===== config.mk =====
export PLATFORM = sky130hd
export DESIGN_NAME = seg7_scan_decoder
export DESIGN_NICKNAME = d
export VERILOG_FILES = /design/src/rtl/seg7_pkg.sv /design/src/rtl/seg7_pattern_decode.sv /design/src/rtl/seg7_scan_decoder.sv
export SDC_FILE = /design/constraint.sdc
export NUM_CORES = 1
export LEC_CHECK = 0
export CAP_MARGIN = 20
export CORE_MARGIN = 8
export CORE_UTILIZATION = 58
export DETAILED_ROUTE_END_ITERATION = 12
export PLACE_DENSITY = 0.93
export SLEW_MARGIN = 20
export SYNTH_ARGS = -nofsm -noshare
export SYNTH_HDL_FRONTEND = slang
export SYNTH_SLANG_ARGS = --single-unit

===== constraint.sdc =====
create_clock -name clk -period 4.9 [get_ports clk]
set_input_delay 0.735 -clock clk [delete_from_list [all_inputs] [get_ports clk]]
set_output_delay 0.735 -clock clk [all_outputs]
set_load 0.005 [all_outputs]

===== src/rtl/seg7_pkg.sv =====
// Shared 7-segment definitions for the display encoder and the capture decoder.
// Patterns are active-low {g,f,e,d,c,b,a}.
package seg7_pkg;

  localparam int SEG7_W = 7;

  localparam logic [SEG7_W-1:0] SEG7_BLANK = 7'b1111111;

  localparam logic [SEG7_W-1:0] SEG7_CODE [0:15] = '{
    7'b1000000, 7'b1111001, 7'b0100100, 7'b0110000,
    7'b0011001, 7'b0010010, 7'b0000010, 7'b1111000,
    7'b0000000, 7'b0010000, 7'b0001000, 7'b0000011,
    7'b1000110, 7'b0100001, 7'b0000110, 7'b0001110
  };

endpackage


===== src/rtl/seg7_pattern_decode.sv =====
// Inverse of the hex-to-segment table: segment pattern back to a nibble.
// hit flags a legal code, blank flags the all-off pattern.
module seg7_pattern_decode
  import seg7_pkg::*;
(
  input  logic [SEG7_W-1:0] seg,
  output logic              hit,
  output logic              blank,
  output logic [3:0]        val
);

  always_comb begin
    hit = 1'b0;
    val = '0;
    for (int i = 0; i < 16; i++) begin
      if (seg == SEG7_CODE[i]) begin
        hit = 1'b1;
        val = 4'(i);
      end
    end
  end

  assign blank = (seg == SEG7_BLANK);

endmodule


===== src/rtl/seg7_scan_decoder.sv =====
// Capture side of the multiplexed display: sync, deglitch, decode
// each scanned digit and flag complete frames.
module seg7_scan_decoder
  import seg7_pkg::*;
#(
  parameter int NDIG       = 4,
  parameter int STABLE_CYC = 4,
  parameter int CNT_W      = 3
) (
  input  logic                clk,
  input  logic                rst_n,
  input  logic [NDIG-1:0]     an,
  input  logic [SEG7_W-1:0]   seg,
  input  logic                clr,
  output logic [4*NDIG-1:0]   digits,
  output logic [NDIG-1:0]     dig_valid,
  output logic [NDIG-1:0]     bad_pat,
  output logic                multi_an,
  output logic                frame_stb
);

  localparam int IW = (NDIG > 1) ? $clog2(NDIG) : 1;
  localparam int NW = $clog2(NDIG + 1);

  logic [NDIG-1:0]   an_s1, an_s2;
  logic [SEG7_W-1:0] seg_s1, seg_s2;
  logic [CNT_W-1:0]  cnt;
  logic [NDIG-1:0]   seen;

  logic              chg, cap;
  logic              hit, blank;
  logic [3:0]        val;
  logic [NW-1:0]     nlow;
  logic [IW-1:0]     idx;
  logic              cap_one, cap_multi;
  logic [NDIG-1:0]   capbit, seen_nxt;

  seg7_pattern_decode u_dec (
    .seg   (seg_s2),
    .hit   (hit),
    .blank (blank),
    .val   (val)
  );

  // chg looks one stage ahead so the counter restarts as the new
  // value lands in the second sync flop
  assign chg = {an_s1, seg_s1} != {an_s2, seg_s2};
  assign cap = !chg && (cnt == CNT_W'(STABLE_CYC - 1));

  always_comb begin
    nlow = '0;
    idx  = '0;
    for (int i = 0; i < NDIG; i++) begin
      if (!an_s2[i]) begin
        nlow = nlow + NW'(1);
        idx  = IW'(i);
      end
    end
  end

  assign cap_one   = cap && (nlow == NW'(1));
  assign cap_multi = cap && (nlow > NW'(1));
  assign capbit    = (cap_one && hit) ? ~an_s2 : '0;
  assign seen_nxt  = seen | capbit;

  always_ff @(posedge clk or negedge rst_n) begin
    if (!rst_n) begin
      an_s1     <= '1;
      an_s2     <= '1;
      seg_s1    <= '1;
      seg_s2    <= '1;
      cnt       <= '0;
      seen      <= '0;
      digits    <= '0;
      dig_valid <= '0;
      bad_pat   <= '0;
      multi_an  <= 1'b0;
      frame_stb <= 1'b0;
    end else begin
      an_s1     <= an;
      an_s2     <= an_s1;
      seg_s1    <= seg;
      seg_s2    <= seg_s1;
      frame_stb <= 1'b0;
      if (chg)
        cnt <= '0;
      else if (cnt != CNT_W'(STABLE_CYC))
        cnt <= cnt + CNT_W'(1);
      if (clr) begin
        dig_valid <= '0;
        bad_pat   <= '0;
        multi_an  <= 1'b0;
        seen      <= '0;
      end else begin
        if (cap_multi)
          multi_an <= 1'b1;
        if (cap_one && hit) begin
          digits[4*idx +: 4] <= val;
          dig_valid[idx]     <= 1'b1;
          if (&seen_nxt) begin
            frame_stb <= 1'b1;
            seen      <= '0;
          end else begin
            seen <= seen_nxt;
          end
        end else if (cap_one && !blank) begin
          bad_pat[idx] <= 1'b1;
        end
      end
    end
  end

endmodule


==> results of run 1 <==
[worst reg2reg max path: cells and delay by family, from the launching register on]
family | cells | cell delay (ns)
xor+xnor | 2 | 0.31
fa+ha+maj | 2 | 0.58
buf+inv | 1 | 0.06
mux | 1 | 0.39
simple gates | 3 | 0.93
compound gates | 1 | 0.31
flops | 1 | 0.59
[final cells by class]
cell class              instances  area share [%]
clock buffers                   6            2.59
clock inverters                 2           0.353
inverters                      16            1.88
multi-input cells             143            36.7
flip-flops and latches         55            44.0
well taps                      54            2.12
repair buffers                 40            12.3
[cell usage in the layout, fill, tap and decap left out, types with 3 or more instances in the layout]
cell | Yosys | layout
nand3b_1 | 3 | 3
mux2_1 | 8 | 8
xnor2_1 | 4 | 4
or3_1 | 6 | 6
nor3_1 | 9 | 9
a221oi_1 | 3 | 3
a21o_1 | 3 | 3
nand4_1 | 3 | 3
nand3_1 | 4 | 4
clkdlybuf4s50_1 | 0 | 38
a21oi_1 | 5 | 5
inv_1 | 16 | 16
clkbuf_8 | 0 | 6
o21ai_0 | 3 | 3
xor2_1 | 12 | 12
nand2_1 | 15 | 15
dfrtp_1 | 33 | 33
dfstp_2 | 22 | 22
ha_1 | 6 | 6
mux2_2 | 8 | 8
nor2_1 | 8 | 8
nor3_4 | 3 | 3
nor3b_1 | 4 | 4
[worst max path at each step]
stage	to	start	cells past startpoint	slack (ns)
CTS	digits[10]$_DFFE_PN0P_	an_s2[0]$_DFF_PN1_	10	1.59
finish	digits[10]$_DFFE_PN0P_	an_s2[1]$_DFF_PN1_	10	1.62
detailed placement	digits[10]$_DFFE_PN0P_	an_s2[0]$_DFF_PN1_	10	1.64
global placement	digits[9]$_DFFE_PN0P_	an_s2[0]$_DFF_PN1_	10	1.71
global route	digits[10]$_DFFE_PN0P_	an_s2[1]$_DFF_PN1_	10	1.46
floorplan	digits[3]$_DFFE_PN0P_	an_s2[0]$_DFF_PN1_	11	1.82
[registers in the layout (all words and copies together), names as in the netlist]
name and flops:
digits 16, seg_s1 7, seg_s2 7, an_s1 4
an_s2 4, bad_pat 4, dig_valid 4, seen 4
cnt 3, frame_stb 1, multi_an 1
[power groups by stage]
stage	combinational, µW	clock, µW	sequential [µW]
final	68.0	255	491
after global routing	76.1	279	494
after CTS	69.1	264	491
after detailed placement	68.6	0	499
after global placement	66.5	0	498
after floorplan	55.9	0	484
[cells by family (layout without fill, tap and decap cells)]
| logic type | Yosys count | in the layout | share of synthesized area, % |
|---|---|---|---|
| muxes | 18 | 18 | 7.33 |
| xor gates and xnor gates | 16 | 16 | 5.13 |
| AOI/OAI and AO/OA | 31 | 31 | 9.53 |
| DFF | 55 | 55 | 51.4 |
| buffers and inverters | 30 | 64 | 5.68 |
| and+or+nand+nor | 72 | 72 | 18.1 |
| adders and majority gates | 6 | 6 | 2.75 |
[per-layer routing]
layer | vias to the layer above | part of all wire (%)
met5 | - | 0
met3 | 13 | 5.0
met2 | 63 | 53
met4 | 0 | 1.9
met1 | 930 | 40
li1 | 874 | -
[stage by stage]
stage | utilization [%] | instances | instance area [µm²]
after CTS | 68.9 | 316 | 3190
after floorplan | - | 228 | 2730
final | 68.9 | 316 | 3190
after global routing | 68.9 | 316 | 3190
after global placement | 66.9 | 308 | 3100
after detailed placement | 66.9 | 308 | 3100
==> reports/summary.txt, run 1 <==
Syn Inst Count: 228
footprint of the multi-input gates: 0.00117 mm²
total vias in the final route: 1880
Worst setup SP type: register
DP HPWL: 3.72 mm
WHS Endpoint: seg_s2[3]$_DFF_PN1_
FF+latch area: 0.00140 mm²
H-tree levels: 2
# setup viols final: 0
DR iter-0 viols: 123
Area contributors post-synth: dfrtp_1 (30%), dfstp_2 (21%), xor2_1 (3.8%)
cell breakdown of the critical path: inv_1 > ha_1 > xnor2_1 > ha_1 > xor2_1 > or3_4 > a311oi_4 > nand3b_4 > nor4_4 > mux2_2
vias in the first global route: 1852
CP Data Required Time: 5.10 ns
Worst Hold Depth: 0
Die H: 84.6 µm
NetSw: 201 µW
DR WL/cell: 16.5 µm
Max Slew Vio Count: 0
top post-synthesis cells by count: dfrtp_1 (33), dfstp_2 (22), inv_1 (16)
first-pass GRT wire length: 8.86 mm
CTS Root Cell: clkbuf_8
Design Power: 814 µW
ys async rst share: 100%
Comb power frac: 8.4%
post-CTS setup buffers: 0
final net count: 281
Seq/Total Area, Yosys: 51.4%
Hold/Removal Path Class: reg -> reg
Clk pwr share: 31.4%
Synth Register Bits: 55
die area: 0.00716 mm²
residual DRC count: 0
Final Hold Viols: 0
sw frac: 24.6%
number of diodes: 0
Area Growth Syn to Fin: 16.8%
Final period util: 67.0%
Power Density: 255 mW/mm²
Int Power: 614 µW
gr usage total: 15.4%
number of fill cells in the layout: 327
grt total ovfl: 0
hold slack final: 0.373 ns
clock period minus worst slack: 3.28 ns
count leader, synth: dfrtp_1
Starting Density: 59.0%
EDFF count, synth: 0
R2R cell count: 10
Synth Cell Area: 0.00273 mm²
CTS sink count: 55
slowest cell delay on critical path: 0.59 ns
FMAX: 305 MHz
YS warnings: 0
crit path max fanout: 12
hold_sp: seg_s1[3]$_DFF_PN1_
core area: 0.00463 mm²
grt met3 use: 4.20%
Setup Crit Path Kind: reg -> reg
Leak Pwr: 0.00139 µW
Via density: 5.95
Slew Limit Headroom: 48.5%
slew at the pin with the worst max-slew slack: 0.770 ns
CP arrival: 3.48 ns
Final Wtd Congestion: 0.858
worst-skew pair later-pin latency: 0.31 ns
hold_buf cts: 0
setup slack, reg-to-reg: 1.62 ns
Worst Path Buf+Inv: 1
maxcap violations: 0
Synth cell types: 51
Pre-antenna DRT Iters: 4
Syn Nets: 248
pre-CTS WS: 1.64 ns
CTS Buf Count: 5
most frequent CP cell: ha_1
Port Buffer Count: 39
Seq pwr share: 60.3%
Routed WL: 5.22 mm
Clock Path Buffers: 2
CTS tree: done
Yosys top cell area share: 30.2%
post_cts resized: 0
layout cells sized above 1: 19.5%
Routed Antenna Nets: 0
skew final: 0.0104 ns
std cell rows: 25
Setup TNS: 0 ns
RSZ-0062 raised after global routing: false
met1 Usage GRT: 18.4%
pin count of the biggest net entering global routing: 56
initial antenna violation count: 0
status: finished, final reports clean
reg2reg start: an_s2[1]$_DFF_PN1_
Worst R2R End: digits[10]$_DFFE_PN0P_
CP top delay family: simple AND/OR/NAND/NOR gates
Synth area leader: dfrtp_1
leading register cell type out of synthesis: dfrtp_1
fin worst setup slack: 1.62 ns
maximum VDD drop: 170 µV
Critical Path End Type: register
Clk pin slew, worst setup/hold paths: 0.10 ns
met2 global-route usage: 25.7%
Avg Synthesized Cell Area: 12.0 µm²
IO Pins: 40
die width: 84.6 µm
slowest CP cell: dfstp_2
busiest grt layer: met2
No activity file was read; power rests on OpenSTA's default activity.
==> run 2, diff against run 1 <==
--- a/config.mk
+++ b/config.mk
@@ -7,9 +7,9 @@
 export LEC_CHECK = 0
 export CAP_MARGIN = 20
 export CORE_MARGIN = 8
-export CORE_UTILIZATION = 58
+export CORE_UTILIZATION = 49
 export DETAILED_ROUTE_END_ITERATION = 12
-export PLACE_DENSITY = 0.93
+export PLACE_DENSITY = 0.85
 export SLEW_MARGIN = 20
 export SYNTH_ARGS = -nofsm -noshare
 export SYNTH_HDL_FRONTEND = slang
==> constraint.sdc (replaced) <==
create_clock -name clk -period 2.91 [get_ports clk]
set_input_delay 0.4365 -clock clk [delete_from_list [all_inputs] [get_ports clk]]
set_output_delay 0.4365 -clock clk [all_outputs]
set_load 0.005 [all_outputs]
==> reports/summary.txt, run 2 (synthesis results as in run 1) <==
Via density: 5.55 (-6.7%)
hold_buf cts: 0 (unchanged)
DR iter-0 viols: 135 (+9.8%)
CTS Root Cell: clkbuf_8
core area: 0.00544 mm² (+17%)
DR WL/cell: 16.4 µm (-0.64%)
Clk pin slew, worst setup/hold paths: 0.09 ns (about the same)
Design Power: 1450 µW (+79%)
Final period util: 102% (+35 points)
CP Data Required Time: 3.13 ns (-1.97 ns)
Design Area, Final: 0.00343 mm² (+7.6%)
initial antenna violation count: 0 (unchanged)
residual DRC count: 0 (unchanged)
CP arrival: 3.19 ns (-0.29 ns)
fin worst setup slack: -0.0647 ns (-1.68 ns)
RSZ-0062 raised after global routing: true
DP Area: 0.00318 mm² (+2.8%)
pre-CTS WS: -0.0793 ns (-1.72 ns)
Leak Pwr: 0.00149 µW (+6.8%)
Starting Density: 50.2% (-8.8 points)
final net count: 295 (+5.0%)
commonest non-fill, non-tap cells in the layout: clkdlybuf4s50_1 (38), dfrtp_1 (33), dfstp_2 (22), nand2_1 (15)
maximum VDD drop: 341 µV (+100%)
Max Slew Vio Count: 0 (unchanged)
CTS sink count: 55 (unchanged)
slew at the pin with the worst max-slew slack: 0.836 ns (+0.0663 ns)
CTS Buf Count: 5 (unchanged)
Clock Path Buffers: 2 (unchanged)
crit path max fanout: 5 (-7)
Biggest register: digits
Area Growth Syn to Fin: 25.8%
Setup Crit Path Kind: reg -> reg
CTS tree: done
pin count of the biggest net entering global routing: 35 (-38%)
die width: 90.6 µm (+7.1%)
Hold/Removal Path Class: in -> async
Routed WL: 5.72 mm (+9.4%)
number of fill cells in the layout: 384 (+17%)
Finished Core Util: 63.1% (-5.8 points)
number of diodes: 0 (unchanged)
most common cell after layout, fill and taps aside: clkdlybuf4s50_1
Worst setup SP type: register
Final Wtd Congestion: 0.902 (+5.2%)
Die H: 90.6 µm (+7.1%)
vias in the first global route: 1963 (+6.0%)
Pre-antenna DRT Iters: 7 (+3)
skew final: 0.00744 ns (-0.00294 ns)
Slew Limit Headroom: 44.1% (-4.4 points)
Critical Path End Type: register
Power Density: 424 mW/mm² (+66%)
failing checks: setup timing
first-pass GRT wire length: 9.66 mm (+9.0%)
clock period minus worst slack: 2.97 ns (-0.306 ns)
DP HPWL: 3.87 mm (+3.8%)
IO Pins: 40 (unchanged)
FMAX: 336 MHz (+10%)
std cell rows: 27 (+8.0%)
Final Hold Viols: 0 (unchanged)
Routed Antenna Nets: 0 (unchanged)
maxcap violations: 0 (unchanged)
worst-skew pair later-pin latency: 0.30 ns (about the same)
Port Buffer Count: 39 (unchanged)
grt total ovfl: 0 (unchanged)
status: complete, but fails checks
gr usage total: 14.0% (-1.4 points)
max reg flops: 16 (unchanged)
H-tree levels: 2 (unchanged)
biggest regs: digits: 16 flops, seg_s1: 7 flops, seg_s2: 7 flops
die area: 0.00822 mm² (+15%)
layout cells sized above 1: 30.1% (+11 points)
# setup viols final: 11 (+11)
total vias in the final route: 1931 (+2.7%)
## run 2: path summary, 6_finish.rpt
| path | start | to | slack (ns) | cells past startpoint |
|---|---|---|---|---|
| max | an_s2[1]$_DFF_PN1_ | seen[0]$_DFFE_PN0P_ | -0.06 | 11 |
| min | rst_n | digits[1]$_DFFE_PN0P_ | 0.18 | 1 |
| max reg2reg | an_s2[1]$_DFF_PN1_ | seen[0]$_DFFE_PN0P_ | -0.06 | 11 |
| min reg2reg | seg_s1[4]$_DFF_PN1_ | seg_s2[4]$_DFF_PN1_ | 0.37 | 0 |
| max in group asynchronous | rst_n | seg_s1[2]$_DFF_PN1_ | 1.91 | 2 |
| min in group clk | seg_s1[4]$_DFF_PN1_ | seg_s2[4]$_DFF_PN1_ | 0.37 | 0 |
## run 2: through the flow
stage	setup TNS (ns)	cells	hold WS, ns
2_1_floorplan	0	228	0.141
3_5_place_dp	-0.902	333	0.362
5_1_grt	-2.29	348	0.229
4_1_cts	-0.125	344	0.210
6_report	-0.295	348	0.183
3_3_place_gp	-0.0266	333	0.361
## run 2: routing by layer
| metal | global-route usage (%) | vias up | share of wire [%] |
|---|---|---|---|
| met2 | 22.9 | 63 | 50 |
| met4 | 4.30 | 0 | 1.7 |
| met3 | 3.82 | 11 | 5.0 |
| met1 | 17.4 | 954 | 43 |
| li1 | - | 903 | - |
| met5 | 0 | - | 0 |
## run 2: what timing repair did
action                     in CTS  in global routing
setup endpoints to repair      20                 21
gates cloned                    1                  0
pin swaps                       0                  2
setup buffers                   2                  4
resized for setup               6                 14
## run 2: layout make-up
class                      instances  area (µm²)  share of cell area, %
clock buffer                       5        68.8                   2.00
clock inverter                     3        38.8                   1.13
inverter                          16        60.1                   1.75
multi-input combinational        144        1280                   37.3
sequential                        55        1400                   40.9
tap                               72        90.1                   2.62
timing repair buffer              53         490                   14.3
## run 2: report_power, final
part,switching (µW),internal [µW]
sequential,30.7,793
clock,235,252
combinational,77.6,65.1
## run 2: worst max-delay path, stage by stage, from the launching register on
cell and delay [ns]:
dfstp_2 0.57, inv_2 0.06, ha_4 0.22, xnor2_2 0.13
ha_2 0.18, xor2_1 0.15, or3_4 0.34, a311oi_4 0.29
buf_4 0.19, nand3b_4 0.10, or3_4 0.43, a221oi_2 0.25
